**src/rtl/uart_rx_monitor_pkg.sv**
```systemverilog
// Shared types and constants for the UART receive monitor.
//
// Contents:
//   rx_state_t      receiver FSM states
//   rx_entry_t      one FIFO entry: {perr, ferr, data}, data sized for the
//                   widest legal character (8 bits) and zero-extended below that
//   ENTRY_W         packed width of rx_entry_t
//   RX_SYNC_RST     reset value of the rx synchroniser flops (line idle level)
//   even_parity()   XOR reduction used by the optional parity check
//
// The optional parity path is compiled in when UART_RX_MONITOR_PARITY_EN is defined.
package uart_rx_monitor_pkg;

  localparam int MAX_DATA_BITS = 8;

  typedef enum logic [2:0] {
    IDLE      = 3'd0,
    START     = 3'd1,
    DATA      = 3'd2,
    PARITY    = 3'd3,
    STOP      = 3'd4,
    WAIT_IDLE = 3'd5
  } rx_state_t;

  typedef struct packed {
    logic                     perr;
    logic                     ferr;
    logic [MAX_DATA_BITS-1:0] data;
  } rx_entry_t;

  localparam int   ENTRY_W     = $bits(rx_entry_t);
  localparam logic RX_SYNC_RST = 1'b1;

  function automatic logic even_parity(input logic [MAX_DATA_BITS-1:0] d);
    return ^d;
  endfunction

endpackage

```
**src/rtl/uart_rx_fifo.sv**
```systemverilog
// Synchronous first-word-fall-through FIFO holding received characters.
//
// Parameters:
//   WIDTH   entry width
//   LOG2    depth = 2**LOG2 entries
// Ports:
//   i_clk    clock
//   i_nrst   synchronous active-low reset (empties the FIFO)
//   i_push   write i_data when not full, or when full and a pop happens this cycle
//   i_pop    remove head entry (ignored when empty)
//   i_data   write data
//   o_data   head entry, valid whenever o_empty is 0
//   o_count  occupancy, 0..2**LOG2
//   o_full   occupancy == 2**LOG2
//   o_empty  occupancy == 0
module uart_rx_fifo #(
  parameter int WIDTH = 10,
  parameter int LOG2  = 4
) (
  input  logic             i_clk,
  input  logic             i_nrst,
  input  logic             i_push,
  input  logic             i_pop,
  input  logic [WIDTH-1:0] i_data,
  output logic [WIDTH-1:0] o_data,
  output logic [LOG2:0]    o_count,
  output logic             o_full,
  output logic             o_empty
);

  localparam int DEPTH = 1 << LOG2;

  logic [WIDTH-1:0] mem [DEPTH];
  logic [LOG2:0]    wr_ptr;
  logic [LOG2:0]    rd_ptr;
  logic             do_push;
  logic             do_pop;

  // Pointers carry one extra bit so full and empty are distinguishable.
  assign o_count = wr_ptr - rd_ptr;
  assign o_empty = (wr_ptr == rd_ptr);
  assign o_full  = (o_count == (LOG2+1)'(DEPTH));

  // A pop frees the head slot in the same cycle, so a push on a full FIFO
  // is accepted when it coincides with a pop.
  assign do_pop  = i_pop & ~o_empty;
  assign do_push = i_push & (~o_full | do_pop);

  always_ff @(posedge i_clk) begin
    if (!i_nrst) begin
      wr_ptr <= '0;
      rd_ptr <= '0;
    end else begin
      if (do_push) wr_ptr <= wr_ptr + (LOG2+1)'(1);
      if (do_pop)  rd_ptr <= rd_ptr + (LOG2+1)'(1);
    end
  end

  always_ff @(posedge i_clk) begin
    if (do_push) mem[wr_ptr[LOG2-1:0]] <= i_data;
  end

  assign o_data = mem[rd_ptr[LOG2-1:0]];

endmodule

```
**src/rtl/uart_rx_monitor.sv**
```systemverilog
// UART receive monitor: oversampling 8N1-style receiver (optionally with even
// parity), an RX FIFO and sticky overflow reporting behind a valid/ready port.
//
// Build option: define UART_RX_MONITOR_PARITY_EN to add one even-parity bit per
// frame (frame = start + DATA_BITS + parity + stop). Without it there is no
// parity bit and o_rperr is always 0.
//
// Parameters:
//   DATA_BITS   data bits per frame (5..8), LSB first
//   OVERSAMPLE  sample ticks per bit (power of 2, >= 4)
//   FIFO_LOG2   FIFO depth = 2**FIFO_LOG2
//   SCALER_W    width of i_scaler
// Ports:
//   i_clk       system clock
//   i_nrst      synchronous active-low reset
//   i_scaler    clk cycles per sample tick (0 behaves as 1)
//   i_rx        asynchronous serial line, idle high
//   i_rready    consumer accepts head entry
//   o_rvalid    FIFO non-empty
//   o_rdata     head character
//   o_rferr     head character had a framing error
//   o_rperr     head character had a parity error
//   o_count     FIFO occupancy
//   i_clr_err   clears o_overflow
//   o_overflow  sticky: a character was dropped because the FIFO was full
//   o_busy      receiver not idle
module uart_rx_monitor
  import uart_rx_monitor_pkg::*;
#(
  parameter int DATA_BITS  = 8,
  parameter int OVERSAMPLE = 8,
  parameter int FIFO_LOG2  = 4,
  parameter int SCALER_W   = 16
) (
  input  logic                 i_clk,
  input  logic                 i_nrst,
  input  logic [SCALER_W-1:0]  i_scaler,
  input  logic                 i_rx,
  input  logic                 i_rready,
  output logic                 o_rvalid,
  output logic [DATA_BITS-1:0] o_rdata,
  output logic                 o_rferr,
  output logic                 o_rperr,
  output logic [FIFO_LOG2:0]   o_count,
  input  logic                 i_clr_err,
  output logic                 o_overflow,
  output logic                 o_busy
);

  localparam int              OS_W     = $clog2(OVERSAMPLE);
  localparam logic [OS_W-1:0] OS_MID   = OS_W'(OVERSAMPLE/2 - 1);
  localparam logic [OS_W-1:0] OS_END   = OS_W'(OVERSAMPLE - 1);
  localparam logic [3:0]      LAST_BIT = 4'(DATA_BITS - 1);

  rx_state_t             state;
  logic                  rx_p0, rx_p1, rx_p2;
  logic                  rx_line;
  logic                  rx_fall;
  logic [SCALER_W-1:0]   scaler_m1;
  logic [SCALER_W-1:0]   tick_cnt;
  logic [SCALER_W-1:0]   tick_lim;
  logic                  tick;
  logic [OS_W-1:0]       s_cnt;
  logic [3:0]            bit_cnt;
  logic                  samp_end;
  logic [DATA_BITS-1:0]  shreg;
  logic                  perr_q;
  logic                  push;
  rx_entry_t             push_entry;
  logic [ENTRY_W-1:0]    head_bits;
  rx_entry_t             head;
  logic                  fifo_full;
  logic                  fifo_empty;
  logic                  pop;
  logic                  ovf_evt;
  logic                  overflow_q;

  // ---- Stage p0/p1: two-flop synchroniser; p2 keeps history for edge detect
  always_ff @(posedge i_clk) begin
    if (!i_nrst) begin
      rx_p0 <= RX_SYNC_RST;
      rx_p1 <= RX_SYNC_RST;
      rx_p2 <= RX_SYNC_RST;
    end else begin
      rx_p0 <= i_rx;
      rx_p1 <= rx_p0;
      rx_p2 <= rx_p1;
    end
  end

  assign rx_line = rx_p1;
  assign rx_fall = rx_p2 & ~rx_p1;

  // ---- Sample-tick generator
  // The reload limit is latched only while idle or at a tick, so a scaler
  // change mid-count never stretches or truncates the current tick period.
  assign scaler_m1 = (i_scaler == '0) ? '0 : i_scaler - SCALER_W'(1);
  assign tick      = (state != IDLE) && (tick_cnt == tick_lim);

  always_ff @(posedge i_clk) begin
    if (!i_nrst) begin
      tick_cnt <= '0;
      tick_lim <= '0;
    end else if (state == IDLE || tick) begin
      tick_cnt <= '0;
      tick_lim <= scaler_m1;
    end else begin
      tick_cnt <= tick_cnt + SCALER_W'(1);
    end
  end

  assign samp_end = tick && (s_cnt == OS_END);

  // ---- Receiver FSM
  // START decides at the half-bit tick; from then on every OVERSAMPLE ticks
  // lands in the middle of the next bit. s_cnt wraps naturally at OVERSAMPLE.
  always_ff @(posedge i_clk) begin
    if (!i_nrst) begin
      state   <= IDLE;
      s_cnt   <= '0;
      bit_cnt <= '0;
    end else begin
      case (state)
        IDLE: begin
          if (rx_fall) begin
            state <= START;
            s_cnt <= '0;
          end
        end
        START: begin
          if (tick) begin
            if (s_cnt == OS_MID) begin
              s_cnt   <= '0;
              bit_cnt <= '0;
              state   <= rx_line ? IDLE : DATA;
            end else begin
              s_cnt <= s_cnt + OS_W'(1);
            end
          end
        end
        DATA: begin
          if (tick) begin
            s_cnt <= s_cnt + OS_W'(1);
            if (s_cnt == OS_END) begin
              bit_cnt <= bit_cnt + 4'd1;
              if (bit_cnt == LAST_BIT) begin
`ifdef UART_RX_MONITOR_PARITY_EN
                state <= PARITY;
`else
                state <= STOP;
`endif
              end
            end
          end
        end
        PARITY: begin
          if (tick) begin
            s_cnt <= s_cnt + OS_W'(1);
            if (s_cnt == OS_END) state <= STOP;
          end
        end
        STOP: begin
          if (tick) begin
            s_cnt <= s_cnt + OS_W'(1);
            if (s_cnt == OS_END) state <= rx_line ? IDLE : WAIT_IDLE;
          end
        end
        WAIT_IDLE: begin
          // A long break must not re-trigger: require a full bit time of
          // uninterrupted high line before listening for a new start bit.
          if (!rx_line) begin
            s_cnt <= '0;
          end else if (tick) begin
            s_cnt <= s_cnt + OS_W'(1);
            if (s_cnt == OS_END) state <= IDLE;
          end
        end
        default: begin
          state <= IDLE;
          s_cnt <= '0;
        end
      endcase
    end
  end

  assign o_busy = (state != IDLE);

  // ---- Character assembly (datapath, not reset)
  always_ff @(posedge i_clk) begin
    if (state == DATA && samp_end) shreg <= {rx_line, shreg[DATA_BITS-1:1]};
  end

`ifdef UART_RX_MONITOR_PARITY_EN
  always_ff @(posedge i_clk) begin
    if (state == PARITY && samp_end)
      perr_q <= rx_line ^ even_parity(MAX_DATA_BITS'(shreg));
  end
`else
  assign perr_q = 1'b0;
`endif

  // Push happens on the stop-bit mid-sample itself; a low stop bit is a
  // framing error but the character is still delivered.
  assign push            = (state == STOP) && samp_end;
  assign push_entry.perr = perr_q;
  assign push_entry.ferr = ~rx_line;
  assign push_entry.data = MAX_DATA_BITS'(shreg);

  // ---- FIFO and read port
  assign pop = ~fifo_empty & i_rready;

  uart_rx_fifo #(
    .WIDTH (ENTRY_W),
    .LOG2  (FIFO_LOG2)
  ) u_fifo (
    .i_clk   (i_clk),
    .i_nrst  (i_nrst),
    .i_push  (push),
    .i_pop   (pop),
    .i_data  (push_entry),
    .o_data  (head_bits),
    .o_count (o_count),
    .o_full  (fifo_full),
    .o_empty (fifo_empty)
  );

  assign head     = rx_entry_t'(head_bits);
  assign o_rvalid = ~fifo_empty;
  // Head fields are masked while empty so the port reads 0 after reset even
  // though the storage array itself is not cleared.
  assign o_rdata  = fifo_empty ? '0 : head.data[DATA_BITS-1:0];
  assign o_rferr  = ~fifo_empty & head.ferr;
  assign o_rperr  = ~fifo_empty & head.perr;

  // A same-cycle pop makes room, so only an unmatched push on full drops.
  assign ovf_evt = push & fifo_full & ~pop;

  always_ff @(posedge i_clk) begin
    if (!i_nrst)        overflow_q <= 1'b0;
    else if (ovf_evt)   overflow_q <= 1'b1;
    else if (i_clr_err) overflow_q <= 1'b0;
  end

  assign o_overflow = overflow_q;

endmodule

```
**config.mk**
```make
export PLATFORM = sky130hd
export DESIGN_NAME = uart_rx_monitor
export DESIGN_NICKNAME = d
export VERILOG_FILES = /design/src/rtl/uart_rx_monitor_pkg.sv /design/src/rtl/uart_rx_fifo.sv /design/src/rtl/uart_rx_monitor.sv
export SDC_FILE = /design/constraint.sdc
export NUM_CORES = 1
export LEC_CHECK = 0
export ABC_CLOCK_PERIOD_IN_PS = 2500
export BUFFER_PORTS_ARGS = -buffer_cell sky130_fd_sc_hd__buf_4
export CORE_MARGIN = 1.5
export CORE_UTILIZATION = 50
export DETAILED_ROUTE_END_ITERATION = 8
export PLACE_DENSITY = 0.69
export SYNTH_ARGS = -nofsm -noshare
export SYNTH_HDL_FRONTEND = slang
export SYNTH_SLANG_ARGS = --single-unit
```
**constraint.sdc**
```tcl
create_clock -name i_clk -period 2.5 [get_ports i_clk]
set_clock_uncertainty 0.05 [all_clocks]
set_input_delay 0.125 -clock i_clk [delete_from_list [all_inputs] [get_ports i_clk]]
set_output_delay 0.125 -clock i_clk [all_outputs]
set_load 0.005 [all_outputs]
```
==> out/metrics.cfg <==
[finish]
final_area_um2=11100
syn2layout_area_growth_pct=23.5
layout_common_cells=edfxtp_1 (152), dfxtp_1 (57), buf_4 (53)
final_common_cell=edfxtp_1
nFillCells=1224
layout-drive-gt1-share=0.275
utilization=0.637
fin_nets=752

[drt]
wl_met3_um=1420
vias=5615
dr.pass1.iters=5
met1Wirelength_um=8790
wl_met2_um=10000
routed_via_density=5.87
drt-total-wl_um=20700
wl_per_cell_um=21.6
route.detailed.drc=0
drtIter0Drc=399
ant_nets=0
routed.top_layer=met4

[critical_path]
rrSetupSlack_ps=-10
path_class=reg -> out
max_stage_delay_ps=540
critPathTopFamily=multiplexers
start_kind=register
cp_slowest_cell=mux4_2
cp_cell_sequence=buf_16 > mux4_2 > mux4_2 > nor2b_1 > buf_4
endpoint_kind=output pin
worstReg2RegStart=u_fifo.wr_ptr[0]$_SDFFE_PN0P_
critPathRequiredTime_ps=2330
path_max_fanout=9
worstPathArrival_ps=2480
cpMostUsedCell=mux4_2
reg2reg_depth=11
r2r-end=u_fifo.mem[1][5]$_DFFE_PP_
cp_num_buf_inv=2

[placement]
placed_area_um2=9770
place.gp.congestion=0.836
io_buffers=37
hpwl_um=12500

[clocking]
cts_max_level=1
cts_tree=done
clk_pin_slew_worst_paths_ps=60
insertion_delay_ps=500
ctsRootBufferMaster=clkbuf_16
cts_inserted_buffers=23
cts_sinks=212
cts_buffer_depth=3

[synth]
ys_warn_count=0
syn_area_per_cell_um2=14.9
ys_seq_area_frac=0.640
synth_area_leader_cell=edfxtp_1
post_synth_instance_area_um2=9010
synth_top_cell_area_share=0.506
netlist_instances=607
ys.flop_type=edfxtp_1
synth_edf_count=152
syn_nets=646
async_flop_share=0
yosys-top-cells-area=edfxtp_1 (51%), dfxtp_1 (13%), mux4_2 (11%)
synth_cell_types=51
ys_ff_latch=212

[global_route]
grt_pass1_vias=5418
grt_max_degree=37
overflow=0
grtUsageTotal=0.215
grt_pass1_wl_um=30200
antenna_found_initial=1

[status]
status=complete, but fails checks
violations=setup timing

[timing]
min_period_ps=2660
hold_violations=0
setup_tns_ps=-1210
min_period_over_period=1.06
setup_slack_ps=-156
slew_violations=0
worst_pin_slew_ps=805
fmax_mhz=376
hold-worst-slack_ps=30.6
slew_headroom=0.463
rsz0062_at_grt=true
setup_violations=19

[power]
ir_drop_mv=0.604
p_per_area_nw_per_um2=717
p_leak_nw=3.76

[worst_hold_path]
min-delay-start=i_scaler[3]
hold_class=in -> reg
hold_depth=4
holdPathEnd=tick_lim[3]$_SDFFE_PN0P_

[die]
core_area_um2=17500
die_height_um=137
ioPinCount=39
initial_core_util=0.516
die_w_um=137
die_area_um2=18800
rows=48

[flow_run]
drv_cap=0

-- how the worst max path moves through the flow --
stage                                              from                         end  slack, ps  cells past startpoint
after floorplan           u_fifo.wr_ptr[0]$_SDFFE_PN0P_  u_fifo.mem[3][0]$_DFFE_PP_         10                     11
after global placement    u_fifo.wr_ptr[0]$_SDFFE_PN0P_  u_fifo.mem[9][6]$_DFFE_PP_         40                     12
after detailed placement  u_fifo.wr_ptr[0]$_SDFFE_PN0P_  u_fifo.mem[8][3]$_DFFE_PP_        -60                     12
after CTS                                      register                  o_rdata[4]       -140                      5
after global routing                           register                  o_rdata[3]       -200                      5
final                                          register                  o_rdata[3]       -160                      5
-- synth_stat cells, types with 16 or more instances --
| cell type | number |
|---|---|
| a21oi_1 | 16 |
| and3_1 | 24 |
| dfxtp_1 | 60 |
| edfxtp_1 | 152 |
| ha_1 | 17 |
| inv_1 | 21 |
| mux4_2 | 45 |
| nand2_1 | 29 |
| nor2_1 | 44 |
| nor2b_1 | 17 |
| xnor2_1 | 30 |
| xor2_1 | 18 |
-- tightest hold or removal path: stages --
cell,delay (ps)
buf_4,110
xnor2_1,70
nor2_1,100
o22a_1,140
-- timing repair --
| item | 4_1_cts | 5_1_grt |
|---|---|---|
| gates resized for setup | 18 | 30 |
| hold buffers | 25 | 0 |
| gates cloned | 2 | 18 |
| endpoints found under the hold margin | 23 | 0 |
| endpoints found under the setup margin | 73 | 160 |
| pin swaps | 1 | 7 |
| buffers inserted | 1 | 1 |
-- power by group --
group	leakage (nW)	total (W)	internal (W)	switching, W
logic	1.52	0.000627	0.000293	0.000334
registers	1.86	0.00397	0.00384	0.000129
clock network	0.382	0.00338	0.00201	0.00137
total	3.76	0.00797	0.00615	0.00183
-- flip-flops by register name (all words and copies together) (netlist names), 3 cells and up, named ones only --
name	flops
bit_cnt	4
tick_lim	16
state	3
tick_cnt	16
shreg	8
u_fifo.wr_ptr	5
s_cnt	3
u_fifo.mem	144
u_fifo.rd_ptr	5
-- metal layers --
layer	track usage	vias up
met1	0.299	2769
met4	0.0596	0
li1	-	2556
met3	0.0361	35
met5	0	-
met2	0.354	255
-- cell families (layout without fill, tap and decap cells) --
family | Yosys count | in the layout | synth area share
multiplexers | 49 | 49 | 0.117
AND/OR/NAND/NOR | 170 | 185 | 0.100
flip-flops | 212 | 212 | 0.640
AO/OA/AOI/OAI | 64 | 64 | 0.0489
other | 1 | 2 | 0.000416
buffers and inverters | 45 | 153 | 0.0218
XOR/XNOR | 48 | 48 | 0.0466
adder cells (fa/ha/maj) | 18 | 18 | 0.0258
-- cell type report --
cell class	instances	area, um^2	area share
tap	225	282	0.0253
clock buffer	29	628	0.0564
antenna	1	2.50	0.000225
inverter	21	78.8	0.00708
sequential	212	5770	0.519
timing repair buffer	90	870	0.0781
clock inverter	13	144	0.0129
multi-input combinational	365	3350	0.301
-- through the flow --
stage | worst slack (ps) | total power [W] | cells
finish | -156 | 0.00797 | 956
global route | -198 | 0.00823 | 955
CTS | -136 | 0.00801 | 937
detailed placement | -60.0 | 0.00464 | 874
global placement | 41.3 | 0.00462 | 874
floorplan | 11.8 | 0.00448 | 607
(Power assumes the default switching activity.)
